$ cat config.mk
export PLATFORM = sky130hd
export DESIGN_NAME = multicycle_control_fsm
export DESIGN_NICKNAME = d
export VERILOG_FILES = /design/src/rtl/multicycle_control_fsm.sv
export SDC_FILE = /design/constraint.sdc
export NUM_CORES = 1
export LEC_CHECK = 0
export CAP_MARGIN = 20
export CORE_UTILIZATION = 30
export CTS_CLUSTER_SIZE = 25
export DETAILED_ROUTE_END_ITERATION = 8
export SYNTH_ARGS = -nofsm -noshare
export SYNTH_HDL_FRONTEND = slang
export SYNTH_SLANG_ARGS = --single-unit
$ cat constraint.sdc
create_clock -name clk -period 2.3 [get_ports clk]
set_clock_uncertainty 0.05 [all_clocks]
set_input_delay 0.23 -clock clk [delete_from_list [all_inputs] [get_ports clk]]
set_output_delay 0.23 -clock clk [all_outputs]
set_load 0.02 [all_outputs]
$ cat src/rtl/multicycle_control_fsm.sv
// ---------------------------------------------------------------------------
// multicycle_control_fsm
// Multi-cycle main controller for the 32-bit MIPS-style core. Steps the
// datapath through FETCH/DECODE/EXEC/MEM/WB, one phase per clock, and
// handshakes with instruction and data memory.
//
// Optional feature macro: PERF_COUNTERS_EN (adds cycle_cnt / instr_cnt).
//
// Ports
//   clk, rst_n            core clock (rising edge), async active-low reset
//   run                   fetch permitted (looked at only before a request is issued)
//   opcode, function_code decoded instruction fields, valid from DECODE
//   alu_zero              ALU zero flag, valid in EXEC
//   imem_ack, dmem_ack    memory handshakes
//   imem_req              instruction fetch request
//   ir_load, pc_en        IR latch / PC update strobes
//   pc_sel                00 PC+4, 01 branch target, 10 jump target
//   alu_op, alu_src_imm   ALU function and B-operand select
//   reg_dst, reg_write    register-file destination select / write strobe
//   mem_to_reg            writeback data from memory
//   dmem_req, dmem_we     data memory request / write qualifier
//   illegal_op            unsupported opcode/function pulse
//   state                 current state (debug)
//   cycle_cnt, instr_cnt  performance counters (PERF_COUNTERS_EN only)
// ---------------------------------------------------------------------------
module multicycle_control_fsm #(
    parameter int unsigned ALUOP_W = 4
) (
    input  logic               clk,
    input  logic               rst_n,
    input  logic               run,
    input  logic [5:0]         opcode,
    input  logic [5:0]         function_code,
    input  logic               alu_zero,
    input  logic               imem_ack,
    input  logic               dmem_ack,
    output logic               imem_req,
    output logic               ir_load,
    output logic               pc_en,
    output logic [1:0]         pc_sel,
    output logic [ALUOP_W-1:0] alu_op,
    output logic               alu_src_imm,
    output logic               reg_dst,
    output logic               reg_write,
    output logic               mem_to_reg,
    output logic               dmem_req,
    output logic               dmem_we,
    output logic               illegal_op,
    output logic [2:0]         state
`ifdef PERF_COUNTERS_EN
    ,
    output logic [31:0]        cycle_cnt,
    output logic [31:0]        instr_cnt
`endif
);

    localparam logic [2:0] S_FETCH  = 3'd0;
    localparam logic [2:0] S_DECODE = 3'd1;
    localparam logic [2:0] S_EXEC   = 3'd2;
    localparam logic [2:0] S_MEM    = 3'd3;
    localparam logic [2:0] S_WB     = 3'd4;

    localparam logic [2:0] CLS_R    = 3'd0;
    localparam logic [2:0] CLS_LW   = 3'd1;
    localparam logic [2:0] CLS_SW   = 3'd2;
    localparam logic [2:0] CLS_BEQ  = 3'd3;
    localparam logic [2:0] CLS_ADDI = 3'd4;
    localparam logic [2:0] CLS_J    = 3'd5;

    localparam logic [ALUOP_W-1:0] ALU_ADD = ALUOP_W'(0);
    localparam logic [ALUOP_W-1:0] ALU_SUB = ALUOP_W'(1);
    localparam logic [ALUOP_W-1:0] ALU_AND = ALUOP_W'(2);
    localparam logic [ALUOP_W-1:0] ALU_OR  = ALUOP_W'(3);
    localparam logic [ALUOP_W-1:0] ALU_SLT = ALUOP_W'(4);
    localparam logic [ALUOP_W-1:0] ALU_SLL = ALUOP_W'(5);

    logic [2:0]         r_state,  w_state_nxt;
    logic               r_issued, w_issued_nxt;
    logic [2:0]         r_cls,    w_cls_nxt;
    logic [ALUOP_W-1:0] r_alu_op, w_alu_op_nxt;

    logic               w_dec_ok;
    logic [2:0]         w_dec_cls;
    logic [ALUOP_W-1:0] w_dec_alu;
    logic               w_dp_active;

    // State, fetch-issued flag and instruction class registers
    always_ff @(posedge clk or negedge rst_n) begin
        if (!rst_n) begin
            r_state  <= S_FETCH;
            r_issued <= 1'b0;
            r_cls    <= CLS_R;
            r_alu_op <= ALU_ADD;
        end else begin
            r_state  <= w_state_nxt;
            r_issued <= w_issued_nxt;
            r_cls    <= w_cls_nxt;
            r_alu_op <= w_alu_op_nxt;
        end
    end

    // Instruction classifier for opcode/function_code
    always_comb begin
        w_dec_ok  = 1'b1;
        w_dec_cls = CLS_R;
        w_dec_alu = ALU_ADD;
        case (opcode)
            6'h00: begin
                case (function_code)
                    6'h20:   w_dec_alu = ALU_ADD;
                    6'h22:   w_dec_alu = ALU_SUB;
                    6'h24:   w_dec_alu = ALU_AND;
                    6'h25:   w_dec_alu = ALU_OR;
                    6'h2A:   w_dec_alu = ALU_SLT;
                    6'h00:   w_dec_alu = ALU_SLL;
                    default: w_dec_ok  = 1'b0;
                endcase
            end
            6'h23:   w_dec_cls = CLS_LW;
            6'h2B:   w_dec_cls = CLS_SW;
            6'h04: begin
                w_dec_cls = CLS_BEQ;
                w_dec_alu = ALU_SUB;
            end
            6'h08:   w_dec_cls = CLS_ADDI;
            6'h02:   w_dec_cls = CLS_J;
            default: w_dec_ok  = 1'b0;
        endcase
    end

    assign w_dp_active = (r_state == S_EXEC) || (r_state == S_MEM) || (r_state == S_WB);

    // Next-state and control decode
    always_comb begin
        w_state_nxt  = r_state;
        w_issued_nxt = r_issued;
        w_cls_nxt    = r_cls;
        w_alu_op_nxt = r_alu_op;
        imem_req     = 1'b0;
        ir_load      = 1'b0;
        pc_en        = 1'b0;
        pc_sel       = 2'b00;
        alu_op       = ALU_ADD;
        alu_src_imm  = 1'b0;
        reg_dst      = 1'b0;
        reg_write    = 1'b0;
        mem_to_reg   = 1'b0;
        dmem_req     = 1'b0;
        dmem_we      = 1'b0;
        illegal_op   = 1'b0;

        // Datapath selects come from the class latched in DECODE, so they
        // hold steady from EXEC through WB regardless of later opcode changes.
        if (w_dp_active) begin
            alu_op      = r_alu_op;
            alu_src_imm = (r_cls == CLS_LW) || (r_cls == CLS_SW) || (r_cls == CLS_ADDI);
            reg_dst     = (r_cls == CLS_R);
            mem_to_reg  = (r_cls == CLS_LW);
        end

        case (r_state)
            S_FETCH: begin
                // rst_n gate keeps the request low while reset is asserted.
                imem_req = rst_n && (run || r_issued);
                if (imem_req) begin
                    if (imem_ack) begin
                        ir_load      = 1'b1;
                        pc_en        = 1'b1;
                        w_issued_nxt = 1'b0;
                        w_state_nxt  = S_DECODE;
                    end else begin
                        w_issued_nxt = 1'b1;
                    end
                end
            end
            S_DECODE: begin
                if (w_dec_ok) begin
                    w_cls_nxt    = w_dec_cls;
                    w_alu_op_nxt = w_dec_alu;
                    w_state_nxt  = S_EXEC;
                end else begin
                    illegal_op   = 1'b1;
                    w_state_nxt  = S_FETCH;
                end
            end
            S_EXEC: begin
                case (r_cls)
                    CLS_BEQ: begin
                        pc_en       = alu_zero;
                        pc_sel      = 2'b01;
                        w_state_nxt = S_FETCH;
                    end
                    CLS_J: begin
                        pc_en       = 1'b1;
                        pc_sel      = 2'b10;
                        w_state_nxt = S_FETCH;
                    end
                    CLS_R, CLS_ADDI: w_state_nxt = S_WB;
                    CLS_LW, CLS_SW:  w_state_nxt = S_MEM;
                    default:         w_state_nxt = S_FETCH;
                endcase
            end
            S_MEM: begin
                dmem_req = 1'b1;
                dmem_we  = (r_cls == CLS_SW);
                if (dmem_ack) begin
                    w_state_nxt = (r_cls == CLS_LW) ? S_WB : S_FETCH;
                end
            end
            S_WB: begin
                reg_write   = 1'b1;
                w_state_nxt = S_FETCH;
            end
            default: w_state_nxt = S_FETCH;
        endcase
    end

    assign state = r_state;

`ifdef PERF_COUNTERS_EN
    logic [31:0] r_cycle_cnt;
    logic [31:0] r_instr_cnt;

    // Free-running cycle counter and retired-fetch counter, both wrap at 2^32
    always_ff @(posedge clk or negedge rst_n) begin
        if (!rst_n) begin
            r_cycle_cnt <= 32'd0;
            r_instr_cnt <= 32'd0;
        end else begin
            r_cycle_cnt <= r_cycle_cnt + 32'd1;
            if ((r_state == S_FETCH) && (w_state_nxt == S_DECODE)) begin
                r_instr_cnt <= r_instr_cnt + 32'd1;
            end
        end
    end

    assign cycle_cnt = r_cycle_cnt;
    assign instr_cnt = r_instr_cnt;
`endif

endmodule

-- Word-level counts from Yosys, hierarchy flattened
Cells that the tools add are included.
- equality and inequality tests: 22
- multiplexer cells: 30
- reduce and logical (&&, ||, !) cells: 17
- operators with widths (kind ; number):
    == test 6 bit (second input constant) ; 7
    case mux 3 bit (5 select lines) ; 2
    two-way mux 1 bit ; 14
    == test 3 x 2 -> 1 bit (second input constant) ; 4
    zero test 6 bit ; 2
    two-way mux 3 bit ; 4
    case mux 3 bit (2 select lines) ; 2
    case mux 3 bit (4 select lines) ; 1
    == test 3 bit (second input constant) ; 3
    == test 3 x 1 -> 1 bit (second input constant) ; 2
    == test 6 x 2 -> 1 bit (second input constant) ; 1
    == test 6 x 3 -> 1 bit (second input constant) ; 1
    == test 6 x 4 -> 1 bit (second input constant) ; 1
    zero test 3 bit ; 2
    inequality test 2 bit (second input constant) ; 3
    case mux 1 bit (2 select lines) ; 3
    OR reduction 6 bit ; 1
    logical OR 1 bit ; 5
    OR reduction 5 bit ; 1
    two-way mux 2 bit ; 2
    two-way mux 4 bit ; 1
    case mux 2 bit (2 select lines) ; 1
    AND reduction 2 bit ; 2
    OR reduction 2 bit ; 2
    other kinds (2) ; 2
- register bits after elaboration: 11
- input bits: 18
- output and inout bits: 19
- word-level logic and storage cells: 73

-- Logic depth before layout (Yosys ltp)
Gate-level depths: netlist (run 1).
- word-level depth: 6
- mapped depth: 6
- depth with buffers taken out: 5

-- Worst setup path after synthesis (run 1)
No wires, ideal clock.
- kind: reg2out
- start point: register r_state[2], in the netlist state[2]
- end point: output reg_dst
- arrival: 1993 ps
- data required time: 2020 ps
- path slack: 27 ps
- cell stages (with the launch flop): 4
- buffers on the path: 0
- cell sequence: dfrtp_1 nor3b_1 nor2_1 nor4_1
- word-level cells in the longest chain between the ends: 4
- elaborated cells between the ends (all ways): 6
- classes of those cells: eq/ne (3); mux (1); reduce/logical (2)
- RTL lines (element ; RTL line ; text):
    from (decl) ; 77 ; logic [2:0] r_state, w_state_nxt;
    from (signal assigned) ; 95 ; r_state <= w_state_nxt;
    == test 3 x 2 -> 1 bit ; 131 ; assign w_dp_active = (r_state == S_EXEC) || (r_state == S_MEM) || (r_state == S_WB);
    logical OR 1 bit ; 131 ;
    logical OR 1 bit (*) ; 131 ;
    two-way mux 1 bit (*) ; 154 ; if (w_dp_active) begin
    to (decl) ; 43 ; output logic reg_dst,
Mark *: on every way between the ends. The rest lies on a longest branch, timed or not.

-- Worst setup path in the final report (run 1)
- start point: register r_cls[2]
- end point: output alu_src_imm
- word-level cells in the longest chain between the ends: 4
- elaborated cells between the ends (all ways): 6
- classes of those cells: eq/ne (3); mux (1); reduce/logical (2)
- RTL lines (element ; RTL line ; text):
    from (decl) ; 79 ; logic [2:0] r_cls, w_cls_nxt;
    from (signal assigned) ; 97 ; r_cls <= w_cls_nxt;
    == test 3 x 1 -> 1 bit or == test 3 x 2 -> 1 bit (tied branches) ; 156 ; alu_src_imm = (r_cls == CLS_LW) || (r_cls == CLS_SW) || (r_cls == CLS_ADDI);
    logical OR 1 bit ; 156 ;
    logical OR 1 bit (*) ; 156 ;
    two-way mux 1 bit (*) ; 154 ;
    to (decl) ; 42 ; output logic alu_src_imm,
Marked as above.

==> results of run 1 <==
-- path summary, 6_finish.rpt --
kind	end	slack (ns)	from	depth (start not counted)
setup / recovery	alu_src_imm	0.08	r_cls[2]	3
hold / removal	r_issued	0.26	rst_n	2
setup reg to reg	r_cls[2]	0.69	state[2]	4
hold reg to reg	r_alu_op[0]	0.47	r_alu_op[0]	1
max in group asynchronous	r_cls[2]	1.76	rst_n	2
min in group clk	r_alu_op[0]	0.47	r_alu_op[0]	1
-- synthesized netlist by cell type, types with 3 or more instances --
master    instances
o21ai_0           5
nor4_1            3
nand2b_1          4
nor2_1           13
nor3b_1           4
a21oi_1           5
a31oi_1           3
dfrtp_1          10
clkbuf_1          3
mux2_4            4
nand2_1           6
nor2b_1           3
nor3_1            6
or2_2             3
-- worst max-delay path: cells and delay by family, from the launching register on --
family / cells / cell delay (ns)
buf+inv: 1 / 0.62
compound gates: 1 / 0.17
simple gates: 1 / 0.46
flops: 1 / 0.43
-- layer usage --
layer,part of all wire (%),track usage [%],vias to the layer above
met3,7.0,3.687,4
li1,-,-,481
met5,0,0,-
met1,46,18.36,438
met4,0.71,6.272,0
met2,46,24.49,37
-- report_power, final --
part	switching (mW)	internal, mW	leakage, nW
sequential	0.00961	0.193	0.126
clock	0.0629	0.0961	0.0210
combinational	0.0736	0.0886	0.455
-- layout make-up --
class,count,area (µm²)
fill,293,1364
inverter,2,7.507
timing repair buffer,52,475.5
tap,31,38.79
clock buffer,4,36.28
sequential,10,254.0
multi-input combinational,88,605.6
-- registers in the layout, indices dropped and copies added (netlist names) --
| name | flops |
|---|---|
| r_issued | 1 |
| r_alu_op | 3 |
| r_cls | 3 |
| state | 3 |
-- kinds of logic (layout without fill, tap and decap cells) --
logic type | Yosys count | in the layout | synth area share (%)
AO/OA/AOI/OAI | 22 | 22 | 17.28
XOR/XNOR | 2 | 2 | 1.983
buffers and inverters | 8 | 58 | 4.816
flip-flops | 10 | 10 | 28.33
multiplexers | 7 | 7 | 10.48
other | 1 | 1 | 0.4245
AND/OR/NAND/NOR | 56 | 56 | 36.69
-- per-stage QoR --
stage / TNS [ns] / power, mW / instances / instance area [µm²]
after floorplan: 0 / 0.2842 / 106 / 883.3
after global placement: -0.09570 / 0.3651 / 183 / 1365
after detailed placement: -0.1890 / 0.3691 / 183 / 1365
after CTS: 0 / 0.5315 / 187 / 1404
after global routing: 0 / 0.5605 / 187 / 1418
final: 0 / 0.5237 / 187 / 1418
-- repair_timing --
item                                    4_1_cts  5_1_grt
cloned                                        0        0
endpoints found under the setup margin       10        7
gates resized for setup                       6        6
setup buffers                                 0        0
-- placed cells by master (no fill, tap or decap), drive strengths merged, types with 2 or more instances in the layout --
master and count:
clkdlybuf4s50 30, buf 17, nor2 14, dfrtp 10, nor3 6, nand2 6
o21ai 6, mux2 6, a21oi 5, nand2b 4, dlygate4sd2 4, nor3b 4
clkbuf 4, or2 3, a31oi 3, nor4 3, nor2b 3, inv 2
nand3 2, and3 2
==> metrics.txt, run 1 <==
status=finished, final reports clean; Buffers on Ports=35; Clk pin slew, worst setup/hold paths=0.07 ns; layout cell share with drive strength beyond 1=28.21%; Seq/Total Area, Yosys=28.33%; gpl congestion=0.7474; slowest CP cell=clkdlybuf4s50_1; Async SR Flop Fraction=100.0%; Max Cap Viol=0; IR drop worst, VDD=0.2581 mV; RSZ-0062 raised after global routing=no; deepest clock path buffer count=2; CTS tree=done; final core occ=50.97%; first-pass GRT wire length=3801 µm; routed via count=960; Slew Viols, Final=0; Crit. End Element=output pin; Setup crit start kind=flip-flop; pre-CTS WS=-0.1252 ns; cells after synthesis=106; Hold Vio Cnt, Final=0; Routed Antenna Nets=0; Total Routed Length=2243 µm; initial antenna violation count=0; Nets=175; clock sinks=10; library cells used by synthesis=45; DRC violations left=0; DP HPWL=1802 µm; Leakage Power=0.6023 nW; Power Density=369.4 mW/mm²; DRT Pass-1 Iters=4; largest net degree at the start of global routing=14; Avg Cell Area, Syn=8.333 µm²; critical-path cell list=or3b_2 -> a21oi_1 -> clkdlybuf4s50_1; Die Ht=56.27 µm; GR Util All Layers=14.84%; endpoints failing setup=0; Hold WC Path Type=in2async; core area=0.002781 mm²; Die ar.=0.003166 mm²; area leader, netlist=dfrtp_1; cts hold-fix bufs=0; main flop type after synthesis=dfrtp_1; vias in the first global route=916; synthesis-to-finish area growth=60.48%; Row Count=19; Final Worst Setup Slack=0.07799 ns; drt wl/cell=11.99 µm; crit path max fanout=8; CTS Buf Count=3; top cells by area, synth=dfrtp_1 (28%), mux2_4 (6.8%), nor2_1 (5.5%); num ports=37; Synthesized Nets=124; ANT cells=0; Peak Freq=0.4500 GHz; Post-synth EDFFs=0; Arr. time, crit path=1.94 ns; CTS H-Tree Depth=1; area share of the largest cell type after synthesis=28.33%; min cycle time layout=2.222 ns; Synth Warn #=0; Iteration-0 DRC Markers=22; WP data required=2.02 ns; worst setup path category=reg2out; Initial Util=31.76%; Root Buffer=clkbuf_4; hold_ws=0.2631 ns; vias per cell=5.134; Max stage delay on crit path=0.62 ns; worst skew pair latency=0.26 ns; synthesis-stage register bit count=10; die span in x=56.27 µm; Post-Syn Area=883.3 µm²; final period utilization=96.61%; GRT overflow=0
Note: power is estimated with default switching activity, not from simulation.
==> run 2: changes to the inputs <==
--- a/config.mk
+++ b/config.mk
@@ -11,2 +11,3 @@
 export DETAILED_ROUTE_END_ITERATION = 8
+export PLACE_DENSITY = 0.62
 export SYNTH_ARGS = -nofsm -noshare
--- a/constraint.sdc
+++ b/constraint.sdc
@@ -4,2 +4,2 @@
 set_output_delay 0.23 -clock clk [all_outputs]
-set_load 0.02 [all_outputs]
+set_load 0.1 [all_outputs]
==> run 2 against run 1 <==
  * Fmax rose by 4.1%
  * Clock power fell by 4%
  * Sequential cell count unchanged
  * Die area is the same
  * Count of clock-buffer cells in the layout unchanged
  * Global-route usage down 0.34 points
  * Design area grew 11%
  * Wire length shrank 1.2%
  * Power is 14% higher
  * Combinational power up 45%
  * Critical endpoint is now illegal_op
  * Largest cell class unchanged
  * Highest routed layer unchanged
==> metrics.txt, run 2 (same netlist as run 1, synthesis figures left out) <==
crit path max fanout=5 (was 8); Total Power=0.5977 mW (was 0.5237 mW); Crit. End Element=output pin (unchanged); Buffers on Ports=35 (unchanged); final core occ=56.37% (was 50.97%); Leakage Power=0.5961 nW (was 0.6023 nW); Row Count=19 (unchanged); DRC violations left=0 (unchanged); CP top delay family=simple AND/OR/NAND/NOR gates (was buffers and inverters); min cycle time layout=2.135 ns (was 2.222 ns); critical-path cell list=clkdlybuf4s50_1 -> or4_4 -> nor2_4 -> o21ai_2 -> and3_2 -> buf_12 (was or3b_2 -> a21oi_1 -> clkdlybuf4s50_1); Total Routed Length=2217 µm (was 2243 µm); num ports=37 (unchanged); FILL cells=244 (was 293); grt met3 use=2.304% (was 3.687%); slowest CP cell=or4_4 (was clkdlybuf4s50_1); commonest cells after routing, fill and taps aside=clkdlybuf4s50_1 (17), buf_12 (14), nor2_1 (10) (was clkdlybuf4s50_1 (30), buf_4 (17), nor2_1 (12)); routed via count=919 (was 960); Die Ht=56.27 µm (unchanged); Root Buffer=clkbuf_4 (unchanged); final instance area=0.001568 mm² (was 0.001418 mm²); CTS Buf Count=3 (unchanged); Multi-input gate area=705.7 µm² (was 605.6 µm²); initial antenna violation count=0 (unchanged); Die ar.=0.003166 mm² (unchanged); met2 usage=25.68% (was 24.49%); synthesis-to-finish area growth=77.48% (was 60.48%); deepest clock path buffer count=2 (unchanged); layout cell share with drive strength beyond 1=42.36% (was 28.21%); RSZ-0062 raised after global routing=no (unchanged); reg2reg end=r_cls[2] (unchanged); GR Util All Layers=14.50% (was 14.84%); Clk pin slew, worst setup/hold paths=0.06 ns (was 0.07 ns); DP HPWL=1861 µm (was 1802 µm); most common cell after layout, fill and taps aside=clkdlybuf4s50_1 (unchanged); post_cts resized=0 (was 6); CTS tree=done (unchanged); DRT Pass-1 Iters=4 (unchanged); Nets=163 (was 175); Power Density=381.2 mW/mm² (was 369.4 mW/mm²); worst reg-to-reg setup slack=0.49 ns (was 0.69 ns); worst setup path category=in2out (was reg2out); Routed Antenna Nets=0 (unchanged); GR peak layer=met2 (unchanged); endpoints failing setup=0 (unchanged); Setup crit start kind=input pin (was flip-flop); WP data required=2.02 ns (about the same); drt wl/cell=12.67 µm (was 11.99 µm); Critical path buffers and inverters=2 (was 1); worst skew pair latency=0.26 ns (about the same); die span in x=56.27 µm (unchanged); gpl congestion=0.7208 (was 0.7474); Max stage delay on crit path=0.55 ns (was 0.62 ns); core area=0.002781 mm² (unchanged); worst r2r path cells=3 (was 4); first-pass GRT wire length=3677 µm (was 3801 µm); met1 Track Usage GR=17.54% (was 18.36%); Post-CTS Setup Bufs=0 (unchanged); Slew Viols, Final=0 (unchanged); final period utilization=92.84% (was 96.61%); Peak Freq=0.4683 GHz (was 0.4500 GHz); hold_ws=0.2580 ns (was 0.2631 ns); Max Cap Viol=0 (unchanged); cts hold-fix bufs=0 (unchanged); CTS H-Tree Depth=1 (unchanged); IR drop worst, VDD=0.2950 mV (was 0.2581 mV); largest net degree at the start of global routing=14 (unchanged); vias per cell=5.251 (was 5.134); Hold Vio Cnt, Final=0 (unchanged); Sequential Area=261.5 µm² (was 254.0 µm²); Iteration-0 DRC Markers=29 (was 22); area of placed instances=0.001529 mm² (was 0.001365 mm²); Initial Util=31.76% (unchanged); critical path depth=6 (was 3); ANT cells=0 (unchanged); worst reg2reg startpoint=state[0] (was state[2]); Arr. time, crit path=1.86 ns (was 1.94 ns); Hold WC Path Type=in2async (unchanged); status=finished, final reports clean (unchanged); clock sinks=10 (unchanged); vias in the first global route=903 (was 916); GRT overflow=0 (unchanged)
## run 2: cell count changes in the layout (fill, tap and decap cells not counted), sizes merged
cell / before / now
dlygate4sd2: 4 / 0
clkdlybuf4s50: 30 / 17
dlymetal6s2s: 1 / 0
buf: 17 / 23
## run 2: metrics by stage
stage | TNS [ns] | worst slack [ns] | std cells
floorplan | -4.453 | -0.8778 | 106
global placement | 0 | 0.1072 | 171
detailed placement | 0 | 0.06990 | 171
CTS | 0 | 0.007565 | 175
global route | 0 | 0.08377 | 175
finish | 0 | 0.1646 | 175
## run 2: how the worst max path moves through the flow
stage / from / slack (ns) / endpoint
finish: opcode[2] / 0.16 / illegal_op
global route: opcode[1] / 0.08 / illegal_op
CTS: state[2] / 0.008 / dmem_we
detailed placement: opcode[2] / 0.07 / r_alu_op[0]
global placement: opcode[1] / 0.11 / r_cls[0]
floorplan: state[2] / -0.88 / reg_dst
## run 2: layer usage
metal,share of wire (%),vias up
met5,0,-
met2,51,39
met3,5.9,2
li1,-,457
met1,42,421
met4,0.95,0
## run 2: where the power goes
group	switching (mW)	internal, mW	total [mW]
sequential	0.0165	0.194	0.210
clock	0.0562	0.0960	0.152
combinational	0.136	0.0988	0.235
total	0.209	0.389	0.598
## run 2: layout make-up
class                      count  share of cell area, %
tap                           31                  2.474
inverter                       2                 0.4789
clock buffer                   4                  2.314
sequential                    10                  16.68
timing repair buffer          40                  33.04
multi-input combinational     88                  45.01
==> run 3: changes to the inputs <==
Settings changed: CELL_PAD_IN_SITES_DETAIL_PLACEMENT set to 1, CELL_PAD_IN_SITES_GLOBAL_PLACEMENT set to 1, PLACE_DENSITY 0.62 to 0.81.
==> run 3 against run 2 <==
  * Die area unchanged
  * Wire length increased by 22%
  * Fmax is 2.5% lower
  * First-iteration DRC count shrank 72%
  * Final cell count up 0.57%
  * Critical endpoint is now dmem_we
  * Combinational power grew 2%
  * Core utilization increased by 0.18 points
  * Largest cell class unchanged
  * Worst setup slack got worse by 0.056 ns
  * Sequential power is essentially flat
  * Worst hold slack better by 0.0038 ns
  * Design area grew 0.32%
==> metrics.txt, run 3 (same netlist as run 1, synthesis figures left out) <==
GRT overflow=0 (unchanged); RSZ-0062 raised after global routing=no (unchanged); clock sinks=10 (unchanged); core area=0.002781 mm² (unchanged); Routed Antenna Nets=0 (unchanged); worst reg2reg startpoint=state[0] (unchanged); Post-CTS Setup Bufs=0 (unchanged); Power Density=385.0 mW/mm² (was 381.2 mW/mm²); FILL cells=327 (was 244); largest net degree at the start of global routing=14 (unchanged); DP HPWL=2300 µm (was 1861 µm); deepest clock path buffer count=2 (unchanged); Max Cap Viol=0 (unchanged); GR Util All Layers=18.33% (was 14.50%); crit path max fanout=6 (was 5); drt wl/cell=15.41 µm (was 12.67 µm); Crit. End Element=output pin (unchanged); num ports=37 (unchanged); Root Buffer=clkbuf_4 (unchanged); Die Ht=56.27 µm (unchanged); post_cts resized=0 (unchanged); worst skew pair latency=0.26 ns (about the same); endpoints failing setup=0 (unchanged); Total Routed Length=2712 µm (was 2217 µm); cts hold-fix bufs=0 (unchanged); hold_ws=0.2618 ns (was 0.2580 ns); Clk pin slew, worst setup/hold paths=0.07 ns (was 0.06 ns); worst reg-to-reg setup slack=0.45 ns (was 0.49 ns); layout cell share with drive strength beyond 1=42.07% (was 42.36%); final core occ=56.55% (was 56.37%); Initial Util=31.76% (unchanged); Slew Viols, Final=0 (unchanged); gpl congestion=0.6854 (was 0.7208); Nets=164 (was 163); WP data required=2.02 ns (about the same); Critical path buffers and inverters=2 (unchanged); Iteration-0 DRC Markers=8 (was 29); first-pass GRT wire length=4491 µm (was 3677 µm); Leakage Power=0.6016 nW (was 0.5961 nW); CTS H-Tree Depth=1 (unchanged); Setup crit start kind=flip-flop (was input pin); die span in x=56.27 µm (unchanged); worst setup path category=reg2out (was in2out); DRT Pass-1 Iters=3 (was 4); IR drop worst, VDD=0.3746 mV (was 0.2950 mV); worst r2r path cells=3 (unchanged); min cycle time layout=2.191 ns (was 2.135 ns); CTS tree=done (unchanged); vias in the first global route=998 (was 903); status=finished, final reports clean (unchanged); most common cell after layout, fill and taps aside=clkdlybuf4s50_1 (unchanged); Peak Freq=0.4564 GHz (was 0.4683 GHz); vias per cell=5.347 (was 5.251); Hold Vio Cnt, Final=0 (unchanged); Die ar.=0.003166 mm² (unchanged); final period utilization=95.27% (was 92.84%); slowest CP cell=dfrtp_4 (was or4_4); critical-path cell list=nor2b_1 -> buf_4 -> nand2_1 -> nor4b_4 -> buf_12 (was clkdlybuf4s50_1 -> or4_4 -> nor2_4 -> o21ai_2 -> and3_2 -> buf_12); reg2reg end=r_alu_op[0] (was r_cls[2]); Max stage delay on crit path=0.51 ns (was 0.55 ns); CTS Buf Count=3 (unchanged); DRC violations left=0 (unchanged); initial antenna violation count=0 (unchanged); CP top delay family=simple AND/OR/NAND/NOR gates (unchanged); Hold WC Path Type=in2async (unchanged); commonest cells after routing, fill and taps aside=clkdlybuf4s50_1 (17), buf_12 (14), nor2_1 (10), buf_4 (10), dfrtp_1 (7) (was clkdlybuf4s50_1 (17), buf_12 (14), nor2_1 (10)); ANT cells=0 (unchanged); synthesis-to-finish area growth=78.05% (was 77.48%); Buffers on Ports=35 (unchanged); Row Count=19 (unchanged); Arr. time, crit path=1.91 ns (was 1.86 ns); routed via count=941 (was 919)
-- run 3: power breakdown --
part / switching (mW) / leakage [nW] / internal [mW]
clock network: 0.0589 / 0.0210 / 0.0960
logic: 0.141 / 0.455 / 0.0990
registers: 0.0169 / 0.126 / 0.194
total: 0.217 / 0.602 / 0.389
-- run 3: metrics by stage --
| stage | cell area (µm²) | power (mW) | setup slack [ns] | instances | setup TNS (ns) |
|---|---|---|---|---|---|
| after floorplan | 1007 | 0.3583 | -0.8778 | 106 | -4.453 |
| after global placement | 1536 | 0.4473 | 0.1061 | 172 | 0 |
| after detailed placement | 1536 | 0.4561 | 0.02310 | 172 | 0 |
| after CTS | 1573 | 0.6164 | 0.09510 | 176 | 0 |
| after global routing | 1573 | 0.6346 | 0.001308 | 176 | 0 |
| final | 1573 | 0.6055 | 0.1089 | 176 | 0 |
-- run 3: worst max-delay path by stage --
stage,from,end,cells past startpoint
global route,state[1],dmem_we,5
global placement,opcode[3],r_cls[2],6
detailed placement,opcode[2],r_alu_op[0],6
CTS,state[2],dmem_we,5
finish,state[2],dmem_we,5
floorplan,state[2],reg_dst,3
-- run 3: routing by layer --
layer	global-route usage, %	share of wire [%]	routed length, µm
met5	0	0	0
met2	36.05	56	1513
met1	20.23	39	1069
met4	5.226	0.52	14
met3	2.304	4.2	115
-- run 3: area by class of cell --
type	count	area (µm²)	area share (%)
tap	31	38.79	2.466
clock buffer	4	36.28	2.307
inverter	2	7.507	0.4773
timing repair buffer	41	525.5	33.41
multi-input combinational	88	703.2	44.71
sequential	10	261.5	16.63
